File: src/rtl/eqy_seq_miter_monitor.sv
// eqy_seq_miter_monitor: multi-channel sequential gold/gate miter with settle window and sticky first-fail capture
module eqy_seq_miter_monitor #(
   parameter int WIDTH         = 32,
   parameter int CHANNELS      = 4,
   parameter int SETTLE_CYCLES = 2,
   parameter int CNT_W         = 16,
   parameter bit STOP_ON_FAIL  = 1'b1,
   localparam int CH_W         = (CHANNELS > 1) ? $clog2(CHANNELS) : 1
) (
   input  logic                      clk,
   input  logic                      rst,
   input  logic                      en,
   input  logic                      clear,
   input  logic [CHANNELS-1:0]       ch_en,
   input  logic [CHANNELS-1:0]       valid,
   input  logic [CHANNELS*WIDTH-1:0] gold,
   input  logic [CHANNELS*WIDTH-1:0] gate,
   input  logic [CHANNELS*WIDTH-1:0] gold_xmask,
   output logic                      fail,
   output logic [CHANNELS-1:0]       fail_ch,
   output logic [CH_W-1:0]           first_ch,
   output logic [WIDTH-1:0]          first_diff,
   output logic [CNT_W-1:0]          first_cycle,
   output logic [CNT_W-1:0]          mismatch_cnt,
   output logic [CNT_W-1:0]          check_cycles,
   output logic [1:0]                state
);
   localparam int SW = (SETTLE_CYCLES > 1) ? $clog2(SETTLE_CYCLES) : 1;
   typedef enum logic [1:0] {S_IDLE, S_SETTLE, S_CHECK, S_FAIL} st_t;
   st_t st;
   logic [SW-1:0] cnt;
   logic [CHANNELS-1:0] hit;
   logic [CH_W-1:0] sel;
   logic [WIDTH-1:0] sel_diff, d;
   logic any_hit;
   assign state = st;
   assign fail = |fail_ch;
   assign any_hit = |hit;
   // per-channel masked compare; descending scan so the lowest hitting channel wins
   always_comb begin
      hit = '0;
      sel = '0;
      sel_diff = '0;
      d = '0;
      for (int c = CHANNELS - 1; c >= 0; c--) begin
         d = (gold[c*WIDTH +: WIDTH] ^ gate[c*WIDTH +: WIDTH]) & ~gold_xmask[c*WIDTH +: WIDTH];
         hit[c] = (st == S_CHECK) & valid[c] & ch_en[c] & (|d);
         if (hit[c]) begin
            sel = CH_W'(c);
            sel_diff = d;
         end
      end
   end
   // arm/settle/check FSM with sticky result capture and saturating counters
   always_ff @(posedge clk or posedge rst) begin
      if (rst) begin
         st <= S_IDLE;
         cnt <= '0;
         fail_ch <= '0;
         first_ch <= '0;
         first_diff <= '0;
         first_cycle <= '0;
         mismatch_cnt <= '0;
         check_cycles <= '0;
      end else if (clear) begin
         st <= S_IDLE;
         cnt <= '0;
         fail_ch <= '0;
         first_ch <= '0;
         first_diff <= '0;
         first_cycle <= '0;
         mismatch_cnt <= '0;
         check_cycles <= '0;
      end else begin
         if (st == S_CHECK && check_cycles != '1) check_cycles <= check_cycles + CNT_W'(1);
         if (any_hit) begin
            fail_ch <= fail_ch | hit;
            if (mismatch_cnt != '1) mismatch_cnt <= mismatch_cnt + CNT_W'(1);
            if (!fail) begin
               first_ch <= sel;
               first_diff <= sel_diff;
               first_cycle <= check_cycles;
            end
         end
         case (st)
            S_IDLE: if (en) begin
               st <= (SETTLE_CYCLES == 0) ? S_CHECK : S_SETTLE;
               cnt <= SW'((SETTLE_CYCLES > 0) ? SETTLE_CYCLES - 1 : 0);
            end
            S_SETTLE: if (!en) st <= S_IDLE;
               else if (cnt == '0) st <= S_CHECK;
               else cnt <= cnt - SW'(1);
            S_CHECK: if (!en) st <= S_IDLE;
               else if (any_hit && STOP_ON_FAIL) st <= S_FAIL;
            default: ;
         endcase
      end
   end
endmodule

File: config.mk
export PLATFORM = sky130hd
export DESIGN_NAME = eqy_seq_miter_monitor
export DESIGN_NICKNAME = d
export VERILOG_FILES = /design/src/rtl/eqy_seq_miter_monitor.sv
export SDC_FILE = /design/constraint.sdc
export NUM_CORES = 1
export LEC_CHECK = 0
export ABC_AREA = 0
export BUFFER_PORTS_ARGS = -buffer_cell sky130_fd_sc_hd__buf_2
export CORE_AREA = 2 2 189 191
export CTS_BUF_LIST = sky130_fd_sc_hd__clkbuf_2
export CTS_CLUSTER_SIZE = 12
export DETAILED_ROUTE_END_ITERATION = 10
export DIE_AREA = 0 0 191 193
export GPL_ROUTABILITY_DRIVEN = 0
export PLACE_DENSITY = 0.54
export SYNTH_ARGS = -nofsm -noshare
export SYNTH_HDL_FRONTEND = slang
export SYNTH_SLANG_ARGS = --single-unit
File: constraint.sdc
create_clock -name clk -period 3.75 [get_ports clk]
set_input_delay 0.375 -clock clk [delete_from_list [all_inputs] [get_ports clk]]
set_output_delay 0.375 -clock clk [all_outputs]
set_load 0.01 [all_outputs]
==> results of run 1 <==
-- cells by family (layout without fill, tap and decap cells) --
kind of cell | after synthesis | count (layout) | synth area share, %
compound gates | 224 | 224 | 22.8
other cells | 0 | 4 | 0
buf+inv | 67 | 567 | 4.05
mux | 18 | 18 | 2.65
fa+ha+maj | 5 | 5 | 0.920
xor+xnor | 142 | 142 | 18.3
simple gates | 267 | 267 | 18.6
flops | 89 | 89 | 32.7
-- timing repair --
action	in CTS	in global routing
endpoints found under the setup margin	0	0
endpoints found under the hold margin	75	0
hold buffers	9	0
-- where the power goes --
group          internal (mW)  total [mW]  switching, mW
combinational          0.362       0.819          0.457
clock                  0.111       0.533          0.423
sequential             0.977       0.988         0.0115
total                   1.45        2.34          0.891
-- layer usage --
layer	GRT usage, %	up-vias
li1	-	4031
met1	25.7	4124
met2	36.7	457
met3	5.54	44
met4	6.68	6
met5	0	-
-- layout make-up --
| class | instances | area, sq um | share of cell area, % |
|---|---|---|---|
| antenna | 4 | 10.0 | 0.0990 |
| sequential | 89 | 2230 | 22.0 |
| clock buffer | 9 | 45.0 | 0.445 |
| multi-input combinational | 656 | 4320 | 42.7 |
| timing repair buffer | 524 | 2760 | 27.3 |
| inverter | 27 | 104 | 1.03 |
| tap | 461 | 577 | 5.70 |
| clock inverter | 7 | 72.6 | 0.718 |
-- path summary, 6_finish.rpt --
| kind | startpoint | endpoint | slack (ns) | cells past startpoint |
|---|---|---|---|---|
| min in group asynchronous | rst | first_diff[0] | 0.51 | 3 |
| worst min-delay path | gold_xmask[67] | first_diff[3] | 0.11 | 4 |
| max in group asynchronous | rst | fail_ch[1] | 2.32 | 4 |
| worst min register to register | fail_ch[3] | fail_ch[3] | 0.55 | 1 |
| worst max-delay path | state[0] | first_diff[16] | 0.56 | 7 |
| worst max register to register | state[0] | first_diff[16] | 0.56 | 7 |
-- registers in the layout (all words and copies together) (netlist names) --
name	count
first_ch	2
cnt	1
check_cycles	16
first_cycle	16
first_diff	32
fail_ch	4
state	2
mismatch_cnt	16
-- worst max-delay path: cells and delay by family, from the launching register on --
| family | cells | cell delay (ns) |
|---|---|---|
| simple gates | 2 | 0.45 |
| buf+inv | 1 | 0.09 |
| compound gates | 3 | 1.70 |
| flops | 1 | 0.49 |
| fa+ha+maj | 1 | 0.28 |
-- stage by stage --
stage / instances / cell area, sq um / setup slack [ns] / hold WS [ns]
after floorplan: 812 / 6800 / 1.07 / 0.466
after global placement: 1748 / 9900 / 0.134 / 0.491
after detailed placement: 1748 / 9900 / 0.0907 / 0.498
after CTS: 1773 / 10100 / 0.530 / 0.00644
after global routing: 1776 / 10100 / 0.291 / 0.0219
final: 1777 / 10100 / 0.556 / 0.113
-- cells in the mapped netlist (all sizes together) (5+ instances only) --
library cell	count
nor2	142
xnor2	135
dfrtp	89
o22ai	73
o21ai	30
nor4	28
inv	27
clkbuf	25
a21oi	21
a221oi	20
o32ai	20
mux2i	18
nand3	18
or3	18
a31oi	17
buf	15
nand2	15
nand4	15
nor3	14
o31ai	14
o221ai	9
xor2	7
and3	6
and4	5
ha	5
==> results.py, run 1 <==
metrics = {
    "floorplan": {
        "die_h_microns": 193,
        "start_util_pct": 19.5,
        "die_w_microns": 191,
        "io_pins": 485,
        "core_sq_um": 35000,
        "row_count": 69,
        "dieArea_sq_um": 36900,
    },
    "timing": {
        "rsz0062_at_grt": "false",
        "setup_tns_ns": 0,
        "fin_crit_sh_pct": 85.2,
        "fin_crit_ns": 3.19,
        "final_hold_viol_count": 0,
        "finalMaxSlewViolations": 0,
        "slew-limit-headroom_pct": 28.5,
        "finClkSkew_ns": 0.0648,
        "fmax_mhz": 313,
        "setup_viol": 0,
        "worstMarginPinSlew_ns": 1.07,
    },
    "worst_setup_path": {
        "critPathKind": "reg2reg",
        "slowest_stage": "o21ai_2",
        "path_cells": "inv_1 -> ha_1 -> and3_1 -> o21a_2 -> nor3_4 -> o21ai_2 -> o32ai_1",
        "max_stage_delay_ns": 0.83,
        "end_kind": "flop",
        "cp.arrival_ns": 3.67,
        "critPathRequiredTime_ns": 4.23,
        "crit_path_start_kind": "flop",
        "critPathMaxFanout": 28,
    },
    "placement": {
        "port_buffers": 484,
        "hpwl_mm": 34.7,
    },
    "final_layout": {
        "n_fill_cell": 3857,
        "layout_commonest_cell": "buf_2",
        "final_cell_mix": "buf_2 (484), nor2_1 (141), xnor2_1 (135)",
        "layout.nets": 1708,
        "syn_to_final_growth_pct": 48.7,
        "fin_util_pct": 28.9,
        "drive_gt1_share_pct": 41.3,
    },
    "synthesis": {
        "async_flop_share_pct": 100,
        "yosysSeqAreaShare_pct": 32.7,
        "synth-edff-count": 0,
        "synth.avg_cell_area_sq_um": 8.38,
        "yosys_most_used_dff": "dfrtp_1",
        "synth_top_area_share_pct": 32.7,
        "synthCells": 812,
        "yosysWarnings": 0,
        "synth.distinct_cells": 47,
        "syn_area_sq_um": 6800,
        "synth-seq-cells": 89,
        "synth_nets": 1213,
        "synth_area_leaders": "dfrtp_1 (33%), xnor2_1 (17%), nor2_1 (7.8%), o22ai_1 (6.6%), mux2i_1 (2.6%)",
        "yosysTopAreaCell": "dfrtp_1",
    },
    "global_routing": {
        "gr-total-overflow": 0,
        "grt_usage_pct": 21.2,
        "grt_pass1_vias": 8368,
        "grt_max_degree": 78,
        "antenna_found_initial": 8,
        "grt_pass1_wl_mm": 55.6,
    },
    "run_status": {
        "status": "completed",
    },
    "hold_path": {
        "min_path_type": "in2reg",
    },
    "detailed_routing": {
        "antenna_left": 0,
        "via_per_inst": 4.87,
        "drt-met1-wl_mm": 16.3,
        "vias": 8662,
        "drc_errors": 0,
        "route.met3.wl_mm": 3.26,
        "firstDrtPassIters": 6,
        "wire_per_inst_microns": 22.8,
        "drt_iter0_markers": 522,
        "dr_wl_met2_mm": 19.9,
        "finalWirelength_mm": 40.5,
        "top_layer": "met5",
    },
    "pwr": {
        "ir_worst_vdd_uv": 95.0,
        "p_leak_nw": 4.63,
        "power_density_nw_per_um2": 231,
        "power_mw": 2.34,
    },
    "clocking": {
        "cts_root_buffer": "clkbuf_2",
        "cts_buffer_depth": 2,
        "insertion_delay_ns": 0.62,
        "cts_tree": "yes",
        "cts.repair.resized": 0,
        "clkTransAtPathRegs_ns": 0.32,
        "cts.sinks": 89,
        "cts_setup_buffers": 0,
        "cts_max_level": 3,
        "cts_buffers": 9,
    },
    "run": {
        "cap_violations": 0,
    },
}
Note: power is estimated with default switching activity, not from simulation.
==> inputs of run 2 (changes only) <==
Settings changed: PLACE_DENSITY 0.54 to 0.56.
Clock period 3.75 ns to 2.68 ns, I/O delays scaled along.
==> results.py, run 2 (synthesis results as in run 1) <==
metrics = {
    "final_layout": {
        "final_cell_mix": "buf_2 (484), nor2_1 (141), xnor2_1 (135)",
        "largest_register_ffs": 32,
        "final_cells": 1900,
        "layout.nets": 1826,
        "multi_input_area_sq_um": 4340,
        "regArea_sq_um": 2230,
        "layout_commonest_cell": "buf_2",
        "regMostFlops": "first_diff",
        "n_fill_cell": 3736,
        "syn_to_final_growth_pct": 65.8,
        "drive_gt1_share_pct": 44.3,
    },
    "worst_setup_path": {
        "critPathRequiredTime_ns": 3.22,
        "crit_path_start_kind": "input pin",
        "slowest_stage": "dlygate4sd3_1",
        "cp.arrival_ns": 3.17,
        "max_stage_delay_ns": 0.54,
        "end_kind": "flop",
        "worst_path_most_repeated_cell": "buf_4",
        "path_cells": "dlygate4sd3_1 -> buf_2 -> xnor2_1 -> o22ai_1 -> nor4_1 -> buf_4 -> nand4_1 -> a22oi_4 -> nand3_1 -> buf_4 -> a211oi_1 -> a311o_1",
        "critPathKind": "in2reg",
        "critPathMaxFanout": 4,
    },
    "clocking": {
        "cts_tree": "yes",
        "cts_buffers": 9,
        "cts_max_level": 3,
        "cts_root_buffer": "clkbuf_2",
        "clkTransAtPathRegs_ns": 0.34,
        "cts.sinks": 89,
        "cts_buffer_depth": 2,
        "insertion_delay_ns": 0.63,
    },
    "floorplan": {
        "start_util_pct": 19.5,
        "io_pins": 485,
        "core_sq_um": 35000,
        "die_w_microns": 191,
        "row_count": 69,
        "dieArea_sq_um": 36900,
        "die_h_microns": 193,
    },
    "timing": {
        "finClkSkew_ns": 0.0542,
        "fin_crit_ns": 2.63,
        "fin_crit_sh_pct": 98.0,
        "finalMaxSlewViolations": 0,
        "setup_tns_ns": 0,
        "worstMarginPinSlew_ns": 0.799,
        "slew-limit-headroom_pct": 46.2,
        "final_hold_viol_count": 0,
        "fmax_mhz": 381,
        "setup_viol": 0,
        "setup_slack_ns": 0.0544,
        "rsz0062_at_grt": "true",
    },
    "global_routing": {
        "antenna_found_initial": 13,
        "grt_max_degree": 50,
        "grt_pass1_vias": 8841,
        "gr-total-overflow": 0,
        "grt_usage_pct": 21.6,
        "grt_pass1_wl_mm": 57.1,
    },
    "pwr": {
        "power_density_nw_per_um2": 310,
        "ir_worst_vdd_uv": 138,
        "p_leak_nw": 5.24,
    },
    "detailed_routing": {
        "wire_per_inst_microns": 21.7,
        "antenna_left": 0,
        "vias": 9155,
        "firstDrtPassIters": 7,
        "finalWirelength_mm": 41.2,
        "via_per_inst": 4.82,
        "drt_iter0_markers": 563,
        "drc_errors": 0,
    },
    "run_status": {
        "status": "completed",
    },
    "hold_path": {
        "min_path_type": "in2reg",
    },
    "placement": {
        "dp_cells": 1836,
        "post-place-ws_ns": -0.522,
        "hpwl_mm": 35.3,
        "port_buffers": 484,
    },
    "run": {
        "cap_violations": 0,
    },
}
==> run 2: cell count changes in the layout (fill, tap and decap cells not counted), moves of 5 or more <==
| cell | delta |
|---|---|
| dlygate4sd3_1 | +30 |
| buf_12 | +14 |
| diode_2 | +5 |
| buf_4 | +74 |
==> run 2: path summary, 6_finish.rpt <==
path                                  from         endpoint  slack (ns)  cells after the start
setup / recovery                  gate[13]  mismatch_cnt[2]        0.05                     12
hold / removal             gold_xmask[101]    first_diff[5]        0.04                      4
setup reg to reg                  state[0]  mismatch_cnt[8]        0.16                      9
hold reg to reg              first_diff[7]    first_diff[7]        0.55                      2
max in group asynchronous              rst  mismatch_cnt[6]        1.87                      4
min in group asynchronous              rst    first_diff[2]        0.09                      3
==> run 2: worst max-delay path, delay by kind of cell <==
family	cells	cell delay, ns
AOI/OAI and AO/OA	4	0.95
and+or+nand+nor	3	0.67
xor gates and xnor gates	1	0.24
buffers and inverters	4	1.05
==> run 2: where the power goes <==
part | switching [mW] | internal [mW]
clock | 0.612 | 0.147
combinational | 0.686 | 0.673
sequential | 0.0123 | 1.37
==> run 2: area by class of cell <==
class	instances	share of cell area, %
Inverter	27	0.920
Timing Repair Buffer	642	34.5
Clock inverter	7	0.621
Tap cell	461	5.11
Clock buffer	9	0.399
Antenna cell	9	0.200
Sequential cell	89	19.7
Multi-Input combinational cell	656	38.5
==> run 2: routing by layer <==
metal	share of wire [%]	GRT usage, %	routed length [microns]
met2	49	37.3	20300
met5	0.15	0	60
met4	2.1	6.05	875
met3	7.8	5.90	3230
met1	41	26.3	16800
==> run 2: timing repair <==
item                                    CTS  global route
buffers inserted                          0             0
endpoints found under the setup margin    4             7
hold buffers                             39             0
gates resized for setup                   2             5
endpoints found under the hold margin   112             0
==> run 2: through the flow <==
step	hold slack (ns)	instance area, sq um	util (%)	total power [mW]
global route	-0.00421	11300	32.2	3.71
detailed placement	0.232	10700	30.7	2.70
global placement	0.231	10700	30.7	2.69
finish	0.0401	11300	32.3	3.50
CTS	0.00344	11200	32.1	3.55
floorplan	0.359	6800	-	1.90
